[config.mk]
export PLATFORM = sky130hd
export DESIGN_NAME = divider_n_flat
export DESIGN_NICKNAME = d
export VERILOG_FILES = /design/src/rtl/divider_n_pkg.sv /design/src/rtl/divider_n_if.sv /design/src/rtl/divider_n_ch.sv /design/src/rtl/divider_n.sv /design/src/flat_wrapper.sv
export SDC_FILE = /design/constraint.sdc
export NUM_CORES = 1
export LEC_CHECK = 0
export ABC_AREA = 1
export BUFFER_PORTS_ARGS = -buffer_cell sky130_fd_sc_hd__buf_4
export CAP_MARGIN = 10
export CORE_ASPECT_RATIO = 1.4
export CORE_MARGIN = 2
export CORE_UTILIZATION = 63
export CTS_CLUSTER_SIZE = 14
export DETAILED_ROUTE_END_ITERATION = 10
export GPL_TIMING_DRIVEN = 0
export HOLD_SLACK_MARGIN = 0.05
export PLACE_DENSITY = 0.8
export SLEW_MARGIN = 20
export SYNTH_ARGS = -nofsm -noshare
export SYNTH_HDL_FRONTEND = slang
export SYNTH_SLANG_ARGS = --single-unit
[constraint.sdc]
create_clock -name click -period 3.95 [get_ports click]
set_clock_uncertainty 0.15 [all_clocks]
set_input_delay 0 -clock click [delete_from_list [all_inputs] [get_ports click]]
set_output_delay 0 -clock click [all_outputs]
set_load 0.05 [all_outputs]
[src/rtl/divider_n_pkg.sv]
// Shared constants and helpers for the divider_n multi-channel clock divider.
// Optional phase-align input is enabled by defining DIVN_SYNC_EN.
package divider_n_pkg;

    typedef enum logic {
        MODE_TOGGLE = 1'b0,
        MODE_PULSE  = 1'b1
    } mode_e;

    // Reset half-period of every channel: one second ticks at 100 MHz.
    localparam int unsigned DIVN_DEF_HALF = 100_000_000;

    function automatic int ch_idx_w(input int ch);
        return (ch > 1) ? $clog2(ch) : 1;
    endfunction

endpackage

[src/rtl/divider_n_if.sv]
// Divisor load handshake bundle for divider_n (valid/ready with channel select).
// Optional phase-align input on the top is enabled by defining DIVN_SYNC_EN.
interface divider_n_if #(
    parameter int CH    = 4,
    parameter int CNT_W = 32
);
    import divider_n_pkg::*;

    localparam int CHW = ch_idx_w(CH);

    logic             ld_valid;
    logic [CHW-1:0]   ld_ch;
    logic [CNT_W-1:0] ld_half;
    logic             ld_ready;

    modport master (
        output ld_valid,
        output ld_ch,
        output ld_half,
        input  ld_ready
    );

    modport slave (
        input  ld_valid,
        input  ld_ch,
        input  ld_half,
        output ld_ready
    );

endinterface

[src/rtl/divider_n_ch.sv]
// One divider channel: counter, active/shadow half-period, clk_n and tick.
// With DIVN_SYNC_EN defined, a sync input realigns the channel phase.
module divider_n_ch
    import divider_n_pkg::*;
#(
    parameter int               CNT_W    = 32,
    parameter logic [CNT_W-1:0] DEF_HALF = CNT_W'(DIVN_DEF_HALF)
) (
    input  logic             click,
    input  logic             reset,
`ifdef DIVN_SYNC_EN
    input  logic             sync,
`endif
    input  logic             en,
    input  logic             mode,
    input  logic             ld_we,
    input  logic [CNT_W-1:0] ld_half,
    output logic             clk_n,
    output logic             tick,
    output logic             pend
);

    logic [CNT_W-1:0] cnt;
    logic [CNT_W-1:0] active;
    logic [CNT_W-1:0] shadow;
    logic [CNT_W-1:0] h;
    logic             term;
    logic             hold;

    assign h    = (active == '0) ? CNT_W'(1) : active;
    assign term = (cnt == h - CNT_W'(1));

    always_comb begin
        hold = ~en;
`ifdef DIVN_SYNC_EN
        hold = ~en | sync;
`endif
    end

    // A load accept only happens while pend is clear, so it never races the apply paths.
    always_ff @(posedge click) begin
        if (reset) begin
            cnt    <= '0;
            clk_n  <= 1'b0;
            tick   <= 1'b0;
            active <= DEF_HALF;
            shadow <= DEF_HALF;
            pend   <= 1'b0;
        end else begin
            if (hold) begin
                cnt   <= '0;
                clk_n <= 1'b0;
                tick  <= 1'b0;
                if (pend) begin
                    active <= shadow;
                    pend   <= 1'b0;
                end
            end else if (term) begin
                cnt   <= '0;
                tick  <= 1'b1;
                clk_n <= (mode == MODE_PULSE) ? 1'b1 : ~clk_n;
                if (pend) begin
                    active <= shadow;
                    pend   <= 1'b0;
                end
            end else begin
                cnt  <= cnt + CNT_W'(1);
                tick <= 1'b0;
                if (mode == MODE_PULSE) begin
                    clk_n <= 1'b0;
                end
            end
            if (ld_we) begin
                shadow <= ld_half;
                pend   <= 1'b1;
            end
        end
    end

endmodule

[src/rtl/divider_n.sv]
// Multi-channel programmable clock divider / enable generator with handshaked divisor loads.
// Defining DIVN_SYNC_EN adds a sync input that phase-aligns all channels.
module divider_n
    import divider_n_pkg::*;
#(
    parameter int               CH       = 4,
    parameter int               CNT_W    = 32,
    parameter logic [CNT_W-1:0] DEF_HALF = CNT_W'(DIVN_DEF_HALF)
) (
    input  logic          click,
    input  logic          reset,
`ifdef DIVN_SYNC_EN
    input  logic          sync,
`endif
    input  logic [CH-1:0] en,
    input  logic [CH-1:0] mode,
    divider_n_if.slave    ld,
    output logic [CH-1:0] clk_N,
    output logic [CH-1:0] tick
);

    localparam int CHW = ch_idx_w(CH);

    logic [CH-1:0] pend;
    logic [CH-1:0] ld_we;

    // Out-of-range channel numbers match no channel and so read as not ready.
    always_comb begin
        ld.ld_ready = 1'b0;
        for (int i = 0; i < CH; i++) begin
            if (ld.ld_ch == CHW'(i)) begin
                ld.ld_ready = ~pend[i];
            end
        end
    end

    for (genvar g = 0; g < CH; g++) begin : g_ch
        assign ld_we[g] = ld.ld_valid & ld.ld_ready & (ld.ld_ch == CHW'(g));

        divider_n_ch #(
            .CNT_W    (CNT_W),
            .DEF_HALF (DEF_HALF)
        ) u_ch (
            .click   (click),
            .reset   (reset),
`ifdef DIVN_SYNC_EN
            .sync    (sync),
`endif
            .en      (en[g]),
            .mode    (mode[g]),
            .ld_we   (ld_we[g]),
            .ld_half (ld.ld_half),
            .clk_n   (clk_N[g]),
            .tick    (tick[g]),
            .pend    (pend[g])
        );
    end

endmodule
[src/flat_wrapper.sv]
// flat-port wrapper written by rule: the top's interface ports become plain ports
module divider_n_flat import divider_n_pkg::*;
#(
    parameter int               CH       = 4,
    parameter int               CNT_W    = 32,
    parameter logic [CNT_W-1:0] DEF_HALF = CNT_W'(DIVN_DEF_HALF)
)
  (click, reset, en, mode, clk_N, tick, ld_ld_valid, ld_ld_ch, ld_ld_half, ld_ld_ready);
  divider_n_if #(.CH(CH), .CNT_W(CNT_W)) ld_i ();
  input  logic click;
  input  logic reset;
  input  logic [CH-1:0] en;
  input  logic [CH-1:0] mode;
  output logic [CH-1:0] clk_N;
  output logic [CH-1:0] tick;
  input wire logic [$bits(ld_i.ld_valid)-1:0] ld_ld_valid;
  input wire logic [$bits(ld_i.ld_ch)-1:0] ld_ld_ch;
  input wire logic [$bits(ld_i.ld_half)-1:0] ld_ld_half;
  output wire logic [$bits(ld_i.ld_ready)-1:0] ld_ld_ready;
  assign ld_i.ld_valid = ld_ld_valid;
  assign ld_i.ld_ch = ld_ld_ch;
  assign ld_i.ld_half = ld_ld_half;
  assign ld_ld_ready = ld_i.ld_ready;
  divider_n #(.CH(CH), .CNT_W(CNT_W), .DEF_HALF(DEF_HALF)) u_core (.click(click), .reset(reset), .en(en), .mode(mode), .ld(ld_i), .clk_N(clk_N), .tick(tick));
endmodule
# Word level (Yosys, flattened, before mapping)
# Cells that the tools add are included.
[totals] register_bits=396 wordCells=129 input_bits=45
[classes] add_sub_neg=8 reduce_logical=17 n_eq_ne=15 n_mux=48 n_bitwise=17
[op_table] operator="2-to-1 mux 32 bit" count=16
[op_table] operator="adder 32 x 1 -> 32 bit, second input constant" count=4
[op_table] operator="== test 32 bit" count=4
[op_table] operator="logical NOT 32 bit" count=4
[op_table] operator="subtractor 32 x 1 -> 32 bit, second input constant" count=4
[op_table] operator="2-to-1 mux 1 bit" count=32
[op_table] operator="inequality test 3 x 1 -> 1 bit, second input constant" count=4
[op_table] operator="NOT 1 bit" count=12
[op_table] operator="OR reduction 3 bit" count=4
[op_table] operator="inequality test 2 x 1 -> 1 bit, second input constant" count=4
[op_table] operator="nonzero test 2 bit" count=4
[op_table] operator="OR reduction 2 bit" count=4
[op_table] operator="bitwise AND 1 bit" count=5
[op_table] operator="== test 2 bit, second input constant" count=2
[op_table] operator="== test 2 x 1 -> 1 bit, second input constant" count=1
[op_table] operator="logical NOT 2 bit" count=1

# Depth between registers and ports, before layout
[logic_depth] word_depth=8 ltp_mapped=27

# By module
# Synthesis repeated with hierarchy kept, for this count alone.
[unflattened] cells_unflattened=3187 hier_area_um2=21483.1
[modules_own_cells] module="divider_n_ch (u_core.g_ch[0].u_ch ...)" area_per_inst_um2=5315.1 n_inst=3 cells_each=778
[modules_own_cells] module="divider_n_ch (u_core.g_ch[3].u_ch)" area_per_inst_um2=5455.2 n_inst=1 cells_each=834
[modules_own_cells] module="divider_n" area_per_inst_um2=82.6 n_inst=1 cells_each=19

# Worst setup path after synthesis
# Ideal clock, no wire load.
[synth_path] path_type="register to register" start="reg u_core.g_ch[0].u_ch.active[7]" end="reg u_core.g_ch[0].u_ch.active[23]" path_buffers=2 path_slack_ns=0.743 path_stages_with_launch=24 synth_period_minus_slack_ns=3.207 arrival_ns=2.923 path_cell_list="dfxtp_1 nor2_1 nand2_1 nor2_2 nand2_1 nor2_2 nor2_2 buf_6 ha_1 nand2_1 nor2_4 nand2_1 nor2_1 xor2_1 or3_1 nor2_1 nand3_1 nor2_1 nand2_4 nand2_8 nand2_2 buf_6 nand2_1 nand3_1"
[synth_between] elab_chain_cells=5
[synth_rtl] element="start: declaration" line_no="divider_n_ch.sv:24" source="logic [CNT_W-1:0] active;"
[synth_rtl] element="start signal: assignment" line_no="divider_n_ch.sv:55" source="active <= shadow;"
[synth_rtl] element="start signal: assignment" line_no="divider_n_ch.sv:63" source="active <= shadow;"
[synth_rtl] element="logical NOT 32 bit" line_no="divider_n_ch.sv:30" source="assign h = (active == '0) ? CNT_W'(1) : active;"
[synth_rtl] element="2-to-1 mux 32 bit (*)" line_no="divider_n_ch.sv:30"
[synth_rtl] element="subtractor 32 x 1 -> 32 bit (*)" line_no="divider_n_ch.sv:31" source="assign term = (cnt == h - CNT_W'(1));"
[synth_rtl] element="== test 32 bit (*)" line_no="divider_n_ch.sv:31"
[synth_rtl] element="inequality test 2 x 1 -> 1 bit (no line) (*)"
# Every way passes the cells marked *; elsewhere a longest branch is shown, timed or not.
# A chain may end at the register's enable or synchronous reset.

# Worst setup path after layout
[layout_path] start="reg u_core.g_ch[2].u_ch.active[11]" end="reg u_core.g_ch[2].u_ch.active[15]"
[layout_between] elab_chain_cells=5
[layout_rtl] element="start: declaration" line_no="divider_n_ch.sv:24"
[layout_rtl] element="start signal: assignment" line_no="divider_n_ch.sv:55"
[layout_rtl] element="start signal: assignment" line_no="divider_n_ch.sv:63"
[layout_rtl] element="logical NOT 32 bit" line_no="divider_n_ch.sv:30"
[layout_rtl] element="2-to-1 mux 32 bit (*)" line_no="divider_n_ch.sv:30"
[layout_rtl] element="subtractor 32 x 1 -> 32 bit (*)" line_no="divider_n_ch.sv:31"
[layout_rtl] element="== test 32 bit (*)" line_no="divider_n_ch.sv:31"
[layout_rtl] element="inequality test 2 x 1 -> 1 bit (no line) (*)"
# Marks and branches as above.

==> impl_metrics.env <==
export IMPL_vdd_drop_max_mv=0.574
export IMPL_leakage_nw=10.3
export IMPL_final_util_pct=73.3
export IMPL_grt_overflow=0
export IMPL_ys_seq_area_share_pct=36.3
export IMPL_setup_viol=0
export IMPL_start_kind="register"
export IMPL_dieArea_um2=36200
export IMPL_fmax_mhz=264
export IMPL_die_w_um=161
export IMPL_required_ns=4.21
export IMPL_antenna_cells=0
export IMPL_antenna_left=0
export IMPL_dr_pass1_iters=6
export IMPL_yosysWarnings=0
export IMPL_grt_max_degree=15
export IMPL_placedInstanceArea_um2=22800
export IMPL_initial_core_util_pct=64.0
export IMPL_vias=21700
export IMPL_report_final_slew_viol_count=0
export IMPL_drive_above_1_share_pct=10.6
export IMPL_async_flop_share_pct=0
export IMPL_final_cell_mix="678 x nand2_1, 442 x nor2_1, 376 x nand3_1"
export IMPL_place_hpwl_um=48400
export IMPL_hold_viol=0
export IMPL_fin_nets=3453
export IMPL_fp_dieH_um=224
export IMPL_worst_ep_arrival_time_ns=4.04
export IMPL_ys_types=56
export IMPL_ys_seq_elements=396
export IMPL_relSlewSlack_pct=35.6
export IMPL_min_path_type="in2reg"
export IMPL_place_congestion=0.982
export IMPL_cts_root_buf="clkbuf_16"
export IMPL_preCtsSetupSlack_ns=-0.167
export IMPL_drt_wl_total_um=64200
export IMPL_layout_min_cycle_time_ns=3.78
export IMPL_cts_tree="yes"
export IMPL_insertion_delay_ns=0.54
export IMPL_setup_tns_ns=0
export IMPL_grt_pass1_vias=21200
export IMPL_path_class="reg2reg"
export IMPL_holdPathStages=3
export IMPL_cp_end_kind="register"
export IMPL_syn_to_final_growth_pct=14.5
export IMPL_finalCritPeriodShare_pct=95.7
export IMPL_syn_instance_count=3244
export IMPL_cts_buffers_inserted=39
export IMPL_p_per_area_nw_per_um2=364
export IMPL_viasPerCell=5.59
export IMPL_drt_iter0_drc=1499
export IMPL_final_common_cell="nand2_1"
export IMPL_antenna_found_initial=0
export IMPL_whs_ns=0.127
export IMPL_htree_levels=2
export IMPL_avgSynthCellArea_um2=6.74
export IMPL_std_cell_rows=80
export IMPL_io_pins=54
export IMPL_max_slew_worst_pin_slew_ns=0.966
export IMPL_status="completed"
export IMPL_maxCapViolations=0
export IMPL_grt_usage_pct=34.9
export IMPL_synth_net_count=3297
export IMPL_finalWorstSetupSlack_ns=0.169
export IMPL_ys_flop_type="dfxtp_1"
export IMPL_final_area_um2=25000
export IMPL_cts_buffer_depth=3
export IMPL_path_max_fanout=10
export IMPL_cts_sinks=396
export IMPL_reg2reg_depth=23
export IMPL_wl_per_cell_um=16.5
export IMPL_grt_pass1_wl_um=102000
export IMPL_synth_area_um2=21900
export IMPL_synth_edf_count=0
export IMPL_core_um2=34100
export IMPL_io_buffers=53
export IMPL_drc=0
export IMPL_clkTransAtPathRegs_ns=0.06
## synth_stat cells (all sizes together) (8+ instances only)
master,number,area (µm²)
dfxtp,396,7930
ha,8,100
nor3,86,472
or2,24,150
nand3,391,2030
nand4,59,382
nor2,491,1950
nor3b,32,250
inv,359,1350
a21oi,202,1010
clkbuf,58,221
nand2,696,2700
xor2,112,981
nor4,31,200
buf,72,531
o21ai,104,521
xnor2,64,561
nand3b,13,97.6
## through the flow
| stage | cells | total power, mW |
|---|---|---|
| 6_report | 3878 | 9.11 |
| 5_1_grt | 3878 | 9.38 |
| 4_1_cts | 3868 | 9.09 |
| 3_5_place_dp | 3748 | 5.13 |
| 3_3_place_gp | 3748 | 5.10 |
| 2_1_floorplan | 3244 | 4.84 |
## what timing repair did
item	in CTS	in global routing
pin swaps	2	10
hold endpoints to repair	393	0
hold buffers	51	0
resized for setup	17	82
endpoints found under the setup margin	144	252
setup buffers	1	10
## power breakdown
part           switching, mW  leakage (nW)  internal (mW)  total, mW
sequential            0.0927          3.22           4.11       4.20
combinational          0.597          6.43          0.335      0.932
clock                   1.60         0.672           2.38       3.98
total                   2.29          10.3           6.82       9.11
## flip-flops by register name, summed over array words and instances, names as in the netlist
name / flops
u_core.g_ch.u_ch.active: 128
u_core.g_ch.u_ch.tick: 4
u_core.g_ch.u_ch.shadow: 128
u_core.g_ch.u_ch.clk_n: 4
u_core.g_ch.u_ch.pend: 4
u_core.g_ch.u_ch.cnt: 128
## path summary, 6_finish.rpt
kind	startpoint	to	slack (ns)
worst max register to register	u_core.g_ch[2].u_ch.active[11]	u_core.g_ch[2].u_ch.active[15]	0.17
worst min-delay path	reset	u_core.g_ch[3].u_ch.pend	0.13
worst max-delay path	u_core.g_ch[2].u_ch.active[11]	u_core.g_ch[2].u_ch.active[15]	0.17
worst min register to register	u_core.g_ch[3].u_ch.shadow[19]	u_core.g_ch[3].u_ch.shadow[19]	0.30
## layout make-up
type / count / area, µm²
Timing Repair Buffer: 115 / 991
Sequential cell: 396 / 7990
Fill cell: 2761 / 9110
Clock inverter: 17 / 245
Tap cell: 451 / 564
Inverter: 364 / 1370
Buffer: 132 / 803
Clock buffer: 51 / 1110
Multi-Input combinational cell: 2352 / 12000
## kinds of logic after synthesis
| group | after synthesis | share of synthesized area [%] |
|---|---|---|
| adder cells (fa/ha/maj) | 8 | 0.458 |
| buffers and inverters | 496 | 9.78 |
| AND/OR/NAND/NOR | 1834 | 38.0 |
| AO/OA/AOI/OAI | 327 | 7.73 |
| flip-flops | 396 | 36.3 |
| XOR/XNOR | 183 | 7.77 |
## metal layers
layer  vias up  global-route usage (%)  routed length (µm)
met2       701                    63.4               32000
met1      9936                    36.6               24200
li1      10800                       -                   -
met3       254                    4.37                2850
met4         0                    26.0                5120
met5         -                       0                   0
## critical path, stage by stage (launching register included)
cell and delay (ns):
dfxtp_1 0.43, nor2_1 0.09, nand2_1 0.13, nor2_1 0.07, nand2_1 0.13, nor2_2 0.08, nor2_4 0.13, ha_2 0.21
nand3_2 0.15, inv_1 0.09, nand3_1 0.19, nor3_1 0.27, xor2_1 0.26, or2_2 0.17, nand2_1 0.05, nor2_1 0.10
nand2_1 0.07, nor2_2 0.16, nand3_2 0.16, nand2_4 0.19, nand2_2 0.09, buf_6 0.15, nand2_1 0.06, nand3_1 0.07
(Power assumes the default switching activity.)
